`config.mk`:
```
export PLATFORM = sky130hd
export DESIGN_NAME = pc_sequencer
export DESIGN_NICKNAME = d
export VERILOG_FILES = /design/src/rtl/pc_sequencer.sv
export SDC_FILE = /design/constraint.sdc
export NUM_CORES = 1
export LEC_CHECK = 0
export ABC_AREA = 1
export CAP_MARGIN = 20
export CORE_MARGIN = 5
export CORE_UTILIZATION = 49
export CTS_CLUSTER_SIZE = 10
export DETAILED_ROUTE_END_ITERATION = 6
export GPL_ROUTABILITY_DRIVEN = 0
export GPL_TIMING_DRIVEN = 0
export PLACE_DENSITY = 0.85
export SKIP_CTS_REPAIR_TIMING = 1
export SLEW_MARGIN = 30
export SYNTH_ARGS = -nofsm -noshare
export SYNTH_HDL_FRONTEND = slang
export SYNTH_SLANG_ARGS = --single-unit
```
`constraint.sdc`:
```
create_clock -name clk -period 3.5 [get_ports clk]
set_input_delay 0.7 -clock clk [delete_from_list [all_inputs] [get_ports clk]]
set_output_delay 0.7 -clock clk [all_outputs]
set_load 0.01 [all_outputs]
```
`src/rtl/pc_sequencer.sv`:
```
// Fetch/decode/execute sequencer: drives the program counter's PS select and
// the instruction register, and stops on HALT or an instruction-memory timeout.
module pc_sequencer #(
  parameter int IW         = 16,
  parameter int WAIT_LIMIT = 15,
  parameter int WCW        = 4
) (
  input  logic          clk,
  input  logic          reset,
  input  logic          start,
  output logic          imem_req,
  input  logic          imem_rdy,
  input  logic [IW-1:0] imem_data,
  input  logic          exec_done,
  input  logic          z_flag,
  input  logic          n_flag,
  output logic [1:0]    ps,
  output logic [IW-1:0] ir,
  output logic          ir_valid,
  output logic          halted,
  output logic          fault,
  output logic [2:0]    state
);

  typedef enum logic [2:0] {
    S_IDLE   = 3'd0,
    S_FETCH  = 3'd1,
    S_DECODE = 3'd2,
    S_EXEC   = 3'd3,
    S_UPDATE = 3'd4,
    S_HALT   = 3'd5
  } state_e;

  typedef enum logic [1:0] {
    PS_HOLD   = 2'b00,
    PS_INC    = 2'b01,
    PS_BRANCH = 2'b10,
    PS_LOAD   = 2'b11
  } ps_e;

  localparam logic [3:0]     OP_HALT   = 4'hF;
  localparam logic [3:0]     OP_JMP    = 4'hE;
  localparam logic [3:0]     OP_BRZ    = 4'hD;
  localparam logic [3:0]     OP_BRN    = 4'hC;
  localparam logic [WCW-1:0] WAIT_LAST = WCW'(WAIT_LIMIT - 1);
  localparam logic [WCW-1:0] WAIT_MAX  = '1;

  state_e         state_q, state_d;
  ps_e            ps_q, ps_d;
  ps_e            ps_next_q, ps_next_d;
  logic [IW-1:0]  ir_q, ir_d;
  logic           ir_valid_q, ir_valid_d;
  logic           halted_q, halted_d;
  logic           fault_q, fault_d;
  logic [WCW-1:0] wait_cnt_q, wait_cnt_d;
  logic [3:0]     opcode;

  assign opcode = ir_q[IW-1 -: 4];

  // NOTE: every signal gets its default before the case so no path leaves a
  // variable unassigned; that is what keeps this block free of latches.
  always_comb begin
    state_d    = state_q;
    ps_d       = PS_HOLD;
    ps_next_d  = ps_next_q;
    ir_d       = ir_q;
    ir_valid_d = ir_valid_q;
    halted_d   = halted_q;
    fault_d    = fault_q;
    wait_cnt_d = wait_cnt_q;

    unique case (state_q)
      S_IDLE: begin
        if (start) state_d = S_FETCH;
      end

      S_FETCH: begin
        // A ready on the last allowed cycle still wins over the timeout.
        if (imem_rdy) begin
          ir_d       = imem_data;
          ir_valid_d = 1'b1;
          wait_cnt_d = '0;
          state_d    = S_DECODE;
        end else if (wait_cnt_q == WAIT_LAST) begin
          fault_d    = 1'b1;
          halted_d   = 1'b1;
          wait_cnt_d = '0;
          state_d    = S_HALT;
        end else if (wait_cnt_q != WAIT_MAX) begin
          wait_cnt_d = wait_cnt_q + 1'b1;
        end
      end

      S_DECODE: begin
        unique case (opcode)
          OP_HALT: begin
            halted_d = 1'b1;
            state_d  = S_HALT;
          end
          OP_JMP: begin
            ps_next_d = PS_LOAD;
            state_d   = S_UPDATE;
          end
          OP_BRZ: begin
            ps_next_d = z_flag ? PS_BRANCH : PS_INC;
            state_d   = S_UPDATE;
          end
          OP_BRN: begin
            ps_next_d = n_flag ? PS_BRANCH : PS_INC;
            state_d   = S_UPDATE;
          end
          default: begin
            ps_next_d = PS_INC;
            state_d   = S_EXEC;
          end
        endcase
        if (state_d == S_UPDATE) ps_d = ps_next_d;
      end

      S_EXEC: begin
        if (exec_done) begin
          ps_d    = ps_next_q;
          state_d = S_UPDATE;
        end
      end

      S_UPDATE: begin
        ir_valid_d = 1'b0;
        state_d    = S_FETCH;
      end

      S_HALT: begin
        state_d = S_HALT;
      end

      default: begin
        state_d = S_IDLE;
      end
    endcase
  end

  // NOTE: sequential state uses non-blocking assignments so every register
  // samples the pre-edge values regardless of statement order.
  always_ff @(posedge clk or negedge reset) begin
    if (!reset) begin
      state_q    <= S_IDLE;
      ps_q       <= PS_HOLD;
      ps_next_q  <= PS_HOLD;
      ir_q       <= '0;
      ir_valid_q <= 1'b0;
      halted_q   <= 1'b0;
      fault_q    <= 1'b0;
      wait_cnt_q <= '0;
    end else begin
      state_q    <= state_d;
      ps_q       <= ps_d;
      ps_next_q  <= ps_next_d;
      ir_q       <= ir_d;
      ir_valid_q <= ir_valid_d;
      halted_q   <= halted_d;
      fault_q    <= fault_d;
      wait_cnt_q <= wait_cnt_d;
    end
  end

  assign imem_req = (state_q == S_FETCH);
  assign ps       = ps_q;
  assign ir       = ir_q;
  assign ir_valid = ir_valid_q;
  assign halted   = halted_q;
  assign fault    = fault_q;
  assign state    = state_q;

endmodule
```
# After elaboration in Yosys (flattened, before gate mapping)

Cells that the tools add are included.

$add $sub $neg: 1
Eq/ne operators: 19
Muxes and demuxes: 22
Bitwise logic cells: 1
Reduce and logical (&&, ||, !) cells: 11

Operators by type and width:

| cell                | count |
|---|---|
| $eq 4x4->1 const B  | 5 |
| $pmux 3 s6          | 1 |
| $mux 3              | 5 |
| $mux 4              | 3 |
| $eq 3x3->1 const B  | 3 |
| $mux 2              | 4 |
| $pmux 2 s4          | 1 |
| $eq 3x2->1 const B  | 2 |
| $ne 2x1->1 const B  | 3 |
| $ne 2x2->1 const B  | 3 |
| $pmux 3 s2          | 1 |
| $reduce_and 2->1    | 3 |
| $reduce_and 3->1    | 2 |
| $add 4x1->4 const B | 1 |
| $mux 1              | 4 |
| $ne 4x4->1 const B  | 1 |
| $pmux 1 s2          | 2 |
| $pmux 2 s2          | 1 |
| $reduce_and 4->1    | 1 |
| $reduce_bool 2->1   | 2 |
| $eq 3x1->1 const B  | 1 |
| $logic_not 3->1     | 1 |
| $ne 3x1->1 const B  | 1 |
| $reduce_bool 3->1   | 1 |
| other kinds (2)     | 2 |

Flip-flop bits (word level): 30
Bits of input ports: 23
Output and inout port bits: 25
Logic and storage cells: 62

# Depth between registers and ports, before layout

Gate-level depths: netlist of the first run.

Depth in word-level cells: 7
Mapped depth: 8
Mapped depth without buffers: 8

# Worst setup path after synthesis of the first run

No wires, ideal clock.

Path kind: reg-to-output
From: reg state_q[1], in the netlist state[1]
To: out imem_req
Data arrival time: 826 ps
Required time: 2,800 ps
Setup slack: 1,974 ps
Cell stages (with the launch flop): 4
Path buffers: 0
Cell sequence: dfrtp_1 inv_2 nand2_2 nor2_8

Word-level cells in the longest chain between the ends: 1

Ends and longest elaborated chain:

| element                  | line | source |
|---|---|---|
| start: declaration       | 48   | `state_e state_q, state_d;` |
| start signal: assignment | 155  | `state_q <= state_d;` |
| $eq 3x1->1               | 166  | `assign imem_req = (state_q == S_FETCH);` |
| end: declaration         | 11   | `output logic imem_req,` |

Every way passes these cells.

# Final worst setup path of the first run

Same ends and word-level chain as after synthesis.

==> results.ini, run 1 <==
[logic_synthesis]
synth.area.top_cells=dfrtp_1, nand2_1, nand3_1
yosysWarnings=0
synth_flop_cell=dfrtp_1
syn_inst=193
synth_top_area_share_pct=49.2
syn_area_mm2=0.00153
async_flop_share_pct=100
synth_edf_count=0
synth_seq_cells=30
synth.distinct_cells=22
synth_area_leader_cell=dfrtp_1
avgSynthCellArea_um2=7.91
synth_seq_area_share_pct=49.2
synth_nets=218

[timing]
rsz0062_at_grt=false
timing.final.crit_share_pct=70.4
max_freq_mhz=406
hold_viol_final=0
period_minus_slack_ns=2.46
hold_slack_ns=0.388
worst_slack_ns=1.04
fin_skew_ns=0.00505
finalSetupViolations=0
worst_pin_slew_ns=0.671
finalSetupTns_ns=0
drv_slew=0
max-slew-margin-rel_pct=55.3

[place]
dpl.cell_count=284
placed_area_mm2=0.00205
dp_slack_ns=1.40
io_buffer_count=47
dp_hpwl_um=2560

[setup_path]
timing.reg2reg.setup_slack_ns=2.19
slowest_delay_ns=0.55
crit_family=buffers and inverters
path_buf_inv=2
rr_endpoint=ir[14]
crit_arrival_ns=1.76
path_cells=inv_2 -> nand2_2 -> nor2_8 -> clkdlybuf4s50_1
crit_type=register to output port
crit_path_end_kind=output port
worst-path-max-fanout=7
reg2regPathDepth=6
cp_slowest_cell=clkdlybuf4s50_1
required_ns=2.80
crit_path_start_kind=register
r2r-start=state[2]

[route]
antenna_left=0
firstDrtPassIters=4
vias=1381
vias_per_cell=4.73
wire_per_inst_um=11.7
drc=0
drt_iter0_markers=55
wl_um=3420

[floorplanning]
rows=20
die_w_um=65.8
die-area_mm2=0.00433
core_mm2=0.00303
io_pins=48
start_util_pct=50.4
die_height_um=65.8

[clock_network]
cts.clk_slew.worst_paths_ns=0.10
clk_latency_ns=0.33
cts_buffers=5
htree_levels=2
cts_root_buffer=clkbuf_4
cts.path.max_buffers=2
tritoncts=built
cts.sinks=30

[power]
leakagePower_nw=1.06
ir_worst_vdd_uv=407
power_density_mw_per_mm2=767

[final_layout]
area_growth_pct=38.0
final_cells=292
drive_gt1_share_pct=11.3
diodes=0
design_area_mm2=0.00211
nets=272

[global_route]
grt_pass1_wl_um=5740
grt-ovfl-total=0
grt_max_degree=31
grt_usage_pct=17.5
antenna_found_initial=0
first_global_vias=1331

[job]
cap_violations=0

[run_status]
run_status=completed

[min_path]
hold_path.class=input pin to asynchronous set/reset pin

-- layer usage --
metal	GRT usage (%)	share of wire [%]	vias up
met5	0	0	-
met4	6.74	1.6	0
met3	6.63	7.7	8
met2	27.7	47	44
met1	21.4	44	616
li1	-	-	713
-- cell usage after synthesis (2+ instances only) --
cell,instances
nor2_2,3
buf_4,2
nor2_1,14
nand3_1,29
nand2_1,65
nand2_2,4
dfrtp_1,30
o21ai_1,3
buf_2,2
nor2_4,2
inv_1,21
o21ai_0,4
ha_1,2
nand4_1,2
a21oi_2,2
inv_2,2
-- cells by family (layout without fill, tap and decap cells) --
kind of cell    count (synthesis)  in the layout  synth area share, %
compound gates                 11             11                 4.18
buf+inv                        28             83                 8.03
fa+ha+maj                       2              2                 1.64
simple gates                  122            122                 37.0
flops                          30             30                 49.2
-- per-stage QoR --
stage          power (mW)  utilization (%)
6_report             1.62             69.6
5_1_grt              1.74             69.6
4_1_cts              1.63             69.6
3_5_place_dp         1.41             67.6
3_3_place_gp         1.39             67.8
2_1_floorplan        1.05                -
-- cells in the final DEF (no fill, tap or decap), drive strengths merged --
| master | instances |
|---|---|
| nor3 | 1 |
| clkinv | 1 |
| inv | 23 |
| o21ai | 7 |
| ha | 2 |
| clkdlybuf4s50 | 46 |
| buf | 6 |
| nor2 | 20 |
| dfrtp | 30 |
| a21oi | 3 |
| nand3b | 1 |
| nand3 | 29 |
| nand2 | 69 |
| a31oi | 1 |
| nand4 | 2 |
| clkbuf | 7 |
-- worst max-delay path by stage --
stage                     endpoint     start  slack [ns]  cells after the start
final                     imem_req  state[1]        1.04                      4
after global routing      imem_req  state[1]        0.95                      4
after CTS                 imem_req  state[1]        1.02                      4
after detailed placement  imem_req  state[1]        1.40                      4
after global placement       ir[3]     reset        1.21                      1
after floorplan           imem_req  state[1]        1.97                      3
-- where the power goes --
group          internal, mW  switching (mW)  total, mW
clock                0.0972           0.122      0.219
sequential            0.477           0.108      0.585
combinational         0.381           0.430      0.811
-- registers in the layout, summed over array words and instances (netlist names) --
name / cells
ir: 16
wait_cnt_q: 4
state: 3
ps: 2
ps_next_q: 2
fault: 1
halted: 1
ir_valid: 1
-- area by class of cell --
type	count	area (um2)
Buffer	5	36.3
Clock buffer	7	55.1
Clock inverter	1	5.00
Fill cell	253	921
Inverter	23	86.3
Multi-Input combinational cell	135	653
Sequential cell	30	751
Tap cell	44	55.1
Timing Repair Buffer	47	465
Power figures use the tool's default switching activity.
==> run 2: changes to the inputs <==
--- a/config.mk
+++ b/config.mk
@@ -8,12 +8,12 @@
 export ABC_AREA = 1
 export CAP_MARGIN = 20
 export CORE_MARGIN = 5
-export CORE_UTILIZATION = 49
+export CORE_UTILIZATION = 46
 export CTS_CLUSTER_SIZE = 10
 export DETAILED_ROUTE_END_ITERATION = 6
 export GPL_ROUTABILITY_DRIVEN = 0
 export GPL_TIMING_DRIVEN = 0
-export PLACE_DENSITY = 0.85
+export PLACE_DENSITY = 0.8
 export SKIP_CTS_REPAIR_TIMING = 1
 export SLEW_MARGIN = 30
 export SYNTH_ARGS = -nofsm -noshare
==> constraint.sdc (replaced) <==
create_clock -name clk -period 2.3 [get_ports clk]
set_input_delay 0.46 -clock clk [delete_from_list [all_inputs] [get_ports clk]]
set_output_delay 0.46 -clock clk [all_outputs]
set_load 0.01 [all_outputs]
==> run 2 against run 1 <==
Register-to-register slack got worse by 1.2 ns; die area increased by 5.5%; utilization decreased by 5.2 points; flip-flop and latch count unchanged; count of clock-buffer cells in the layout decreased by 1; sequential share of layout area decreased by 0.11 points; via count increased by 2.5%.
==> results.ini, run 2 (synthesized netlist as in run 1, its figures left out) <==
[run_status]
run_status=completed  ; unchanged

[setup_path]
path_cells=nand2_2 -> nor2_8 -> clkdlybuf4s50_1  ; was inv_2 -> nand2_2 -> nor2_8 -> clkdlybuf4s50_1
crit_path_end_kind=output port  ; unchanged
path_buf_inv=1  ; was 2
crit_arrival_ns=1.74  ; was 1.76 ns
crit_family=buffers and inverters  ; unchanged
worst-path-max-fanout=7  ; unchanged
slowest_delay_ns=0.55  ; about the same
cp_slowest_cell=clkdlybuf4s50_1  ; unchanged
crit_type=register to output port  ; unchanged
crit_path_start_kind=register  ; unchanged
required_ns=1.84  ; was 2.80 ns

[timing]
max-slew-margin-rel_pct=56.7  ; was 55.3%
period_minus_slack_ns=2.20
timing.final.crit_share_pct=95.6
finalSetupViolations=0  ; unchanged
finalSetupTns_ns=0  ; unchanged
worst_pin_slew_ns=0.649  ; was 0.671 ns
fin_skew_ns=0.00463  ; was 0.00505 ns
rsz0062_at_grt=false  ; unchanged
hold_viol_final=0  ; unchanged
drv_slew=0  ; unchanged
max_freq_mhz=455

[clock_network]
htree_levels=2  ; unchanged
cts_buffers=5  ; unchanged
tritoncts=built  ; unchanged
cts.path.max_buffers=2  ; unchanged
cts.clk_slew.worst_paths_ns=0.10  ; about the same
cts.sinks=30  ; unchanged
clk_latency_ns=0.33  ; about the same
cts_root_buffer=clkbuf_4  ; unchanged

[job]
cap_violations=0  ; unchanged

[route]
antenna_left=0  ; unchanged
wl_um=3390  ; was 3420 um
firstDrtPassIters=4  ; unchanged
vias_per_cell=4.81  ; was 4.73
drc=0  ; unchanged
vias=1415  ; was 1381
drt_iter0_markers=106  ; was 55
wire_per_inst_um=11.5  ; was 11.7 um

[final_layout]
mostFrequentLayoutCells=nand2_1, clkdlybuf4s50_1, dfrtp_1, nand3_1, inv_1  ; unchanged
nets=272  ; unchanged
largest_reg_flops=16  ; unchanged
diodes=0  ; unchanged
area_growth_pct=38.4  ; was 38.0%
final_core_util_pct=64.3  ; was 69.6%
drive_gt1_share_pct=11.7  ; was 11.3%
final_common_cell=nand2_1  ; unchanged
final_cells=294  ; was 292

[global_route]
grt_use_met1_pct=18.9  ; was 21.4%
first_global_vias=1366  ; was 1331
grtUsageMet3_pct=4.83  ; was 6.63%
grt_usage_pct=16.5  ; was 17.5%
grt_pass1_wl_um=5710  ; was 5740 um
grt-ovfl-total=0  ; unchanged
use_met2_pct=28.7  ; was 27.7%
antenna_found_initial=0  ; unchanged
grt_max_degree=31  ; unchanged
grt-busiest-layer=met2  ; unchanged

[floorplanning]
io_pins=48  ; unchanged
core_mm2=0.00328  ; was 0.00303 mm2
die_height_um=67.6  ; was 65.8 um
rows=21  ; was 20
die-area_mm2=0.00457  ; was 0.00433 mm2
die_w_um=67.6  ; was 65.8 um
start_util_pct=46.5  ; was 50.4%

[min_path]
hold_path.class=input pin to asynchronous set/reset pin  ; unchanged

[power]
leakagePower_nw=1.06  ; about the same
power_density_mw_per_mm2=1170  ; was 767 mW/mm2
ir_worst_vdd_uv=670  ; was 407 uV

[place]
dpl.cell_count=286  ; was 284
dp_hpwl_um=2590  ; was 2560 um
io_buffer_count=47  ; unchanged

-- run 2: cell types whose count changed in the layout (fill, tap and decap cells not counted) --
| cell | change |
|---|---|
| clkinvlp_4 | +1 |
| clkbuf_1 | -1 |
-- run 2: path summary, 6_finish.rpt --
path	startpoint	to	slack (ns)	depth (start not counted)
worst max-delay path	state[0]	imem_req	0.10	3
worst min-delay path	reset	ir[13]	0.14	1
worst max register to register	wait_cnt_q[0]	state[2]	0.98	8
worst min register to register	fault	fault	0.47	2
max in group asynchronous	reset	wait_cnt_q[0]	1.74	1
min in group clk	fault	fault	0.47	2
-- run 2: cell type report --
cell class	instances	area, um2
Clock buffer	6	51.3
Sequential cell	30	751
Fill cell	305	1170
Timing Repair Buffer	47	465
Buffer	5	36.3
Inverter	23	86.3
Multi-Input combinational cell	135	653
Tap cell	46	57.6
Clock inverter	2	12.5
-- run 2: worst reg2reg max path, cell delays in order (launching register included) --
cell and delay [ns]:
dfrtp_1 0.42, inv_1 0.09, ha_1 0.14, nand3_1 0.13
nand2_1 0.14, nor2_2 0.05, nor2_1 0.16, inv_1 0.06
nor2_1 0.08
-- run 2: where the power goes --
group,internal [mW],switching [mW]
combinational,0.580,0.656
sequential,0.726,0.161
clock,0.147,0.196
total,1.45,1.01
-- run 2: metal layers --
layer  part of all wire, %  vias to the layer above  routed length, um
met4                  0.97                        0                 33
met3                   7.8                        3                265
met2                    48                       48               1610
li1                      -                      717                  -
met1                    44                      647               1480
met5                     0                        -                  0
-- run 2: metrics by stage --
stage          hold slack (ns)  worst slack, ns  cell area [um2]  total power, mW
2_1_floorplan            0.164             1.01             1530             1.59
3_3_place_gp             0.447            0.229             2050             2.11
3_5_place_dp             0.451            0.464             2050             2.15
4_1_cts                  0.167           0.0826             2110             2.49
5_1_grt                  0.198           0.0115             2110             2.68
6_report                 0.142            0.101             2110             2.47
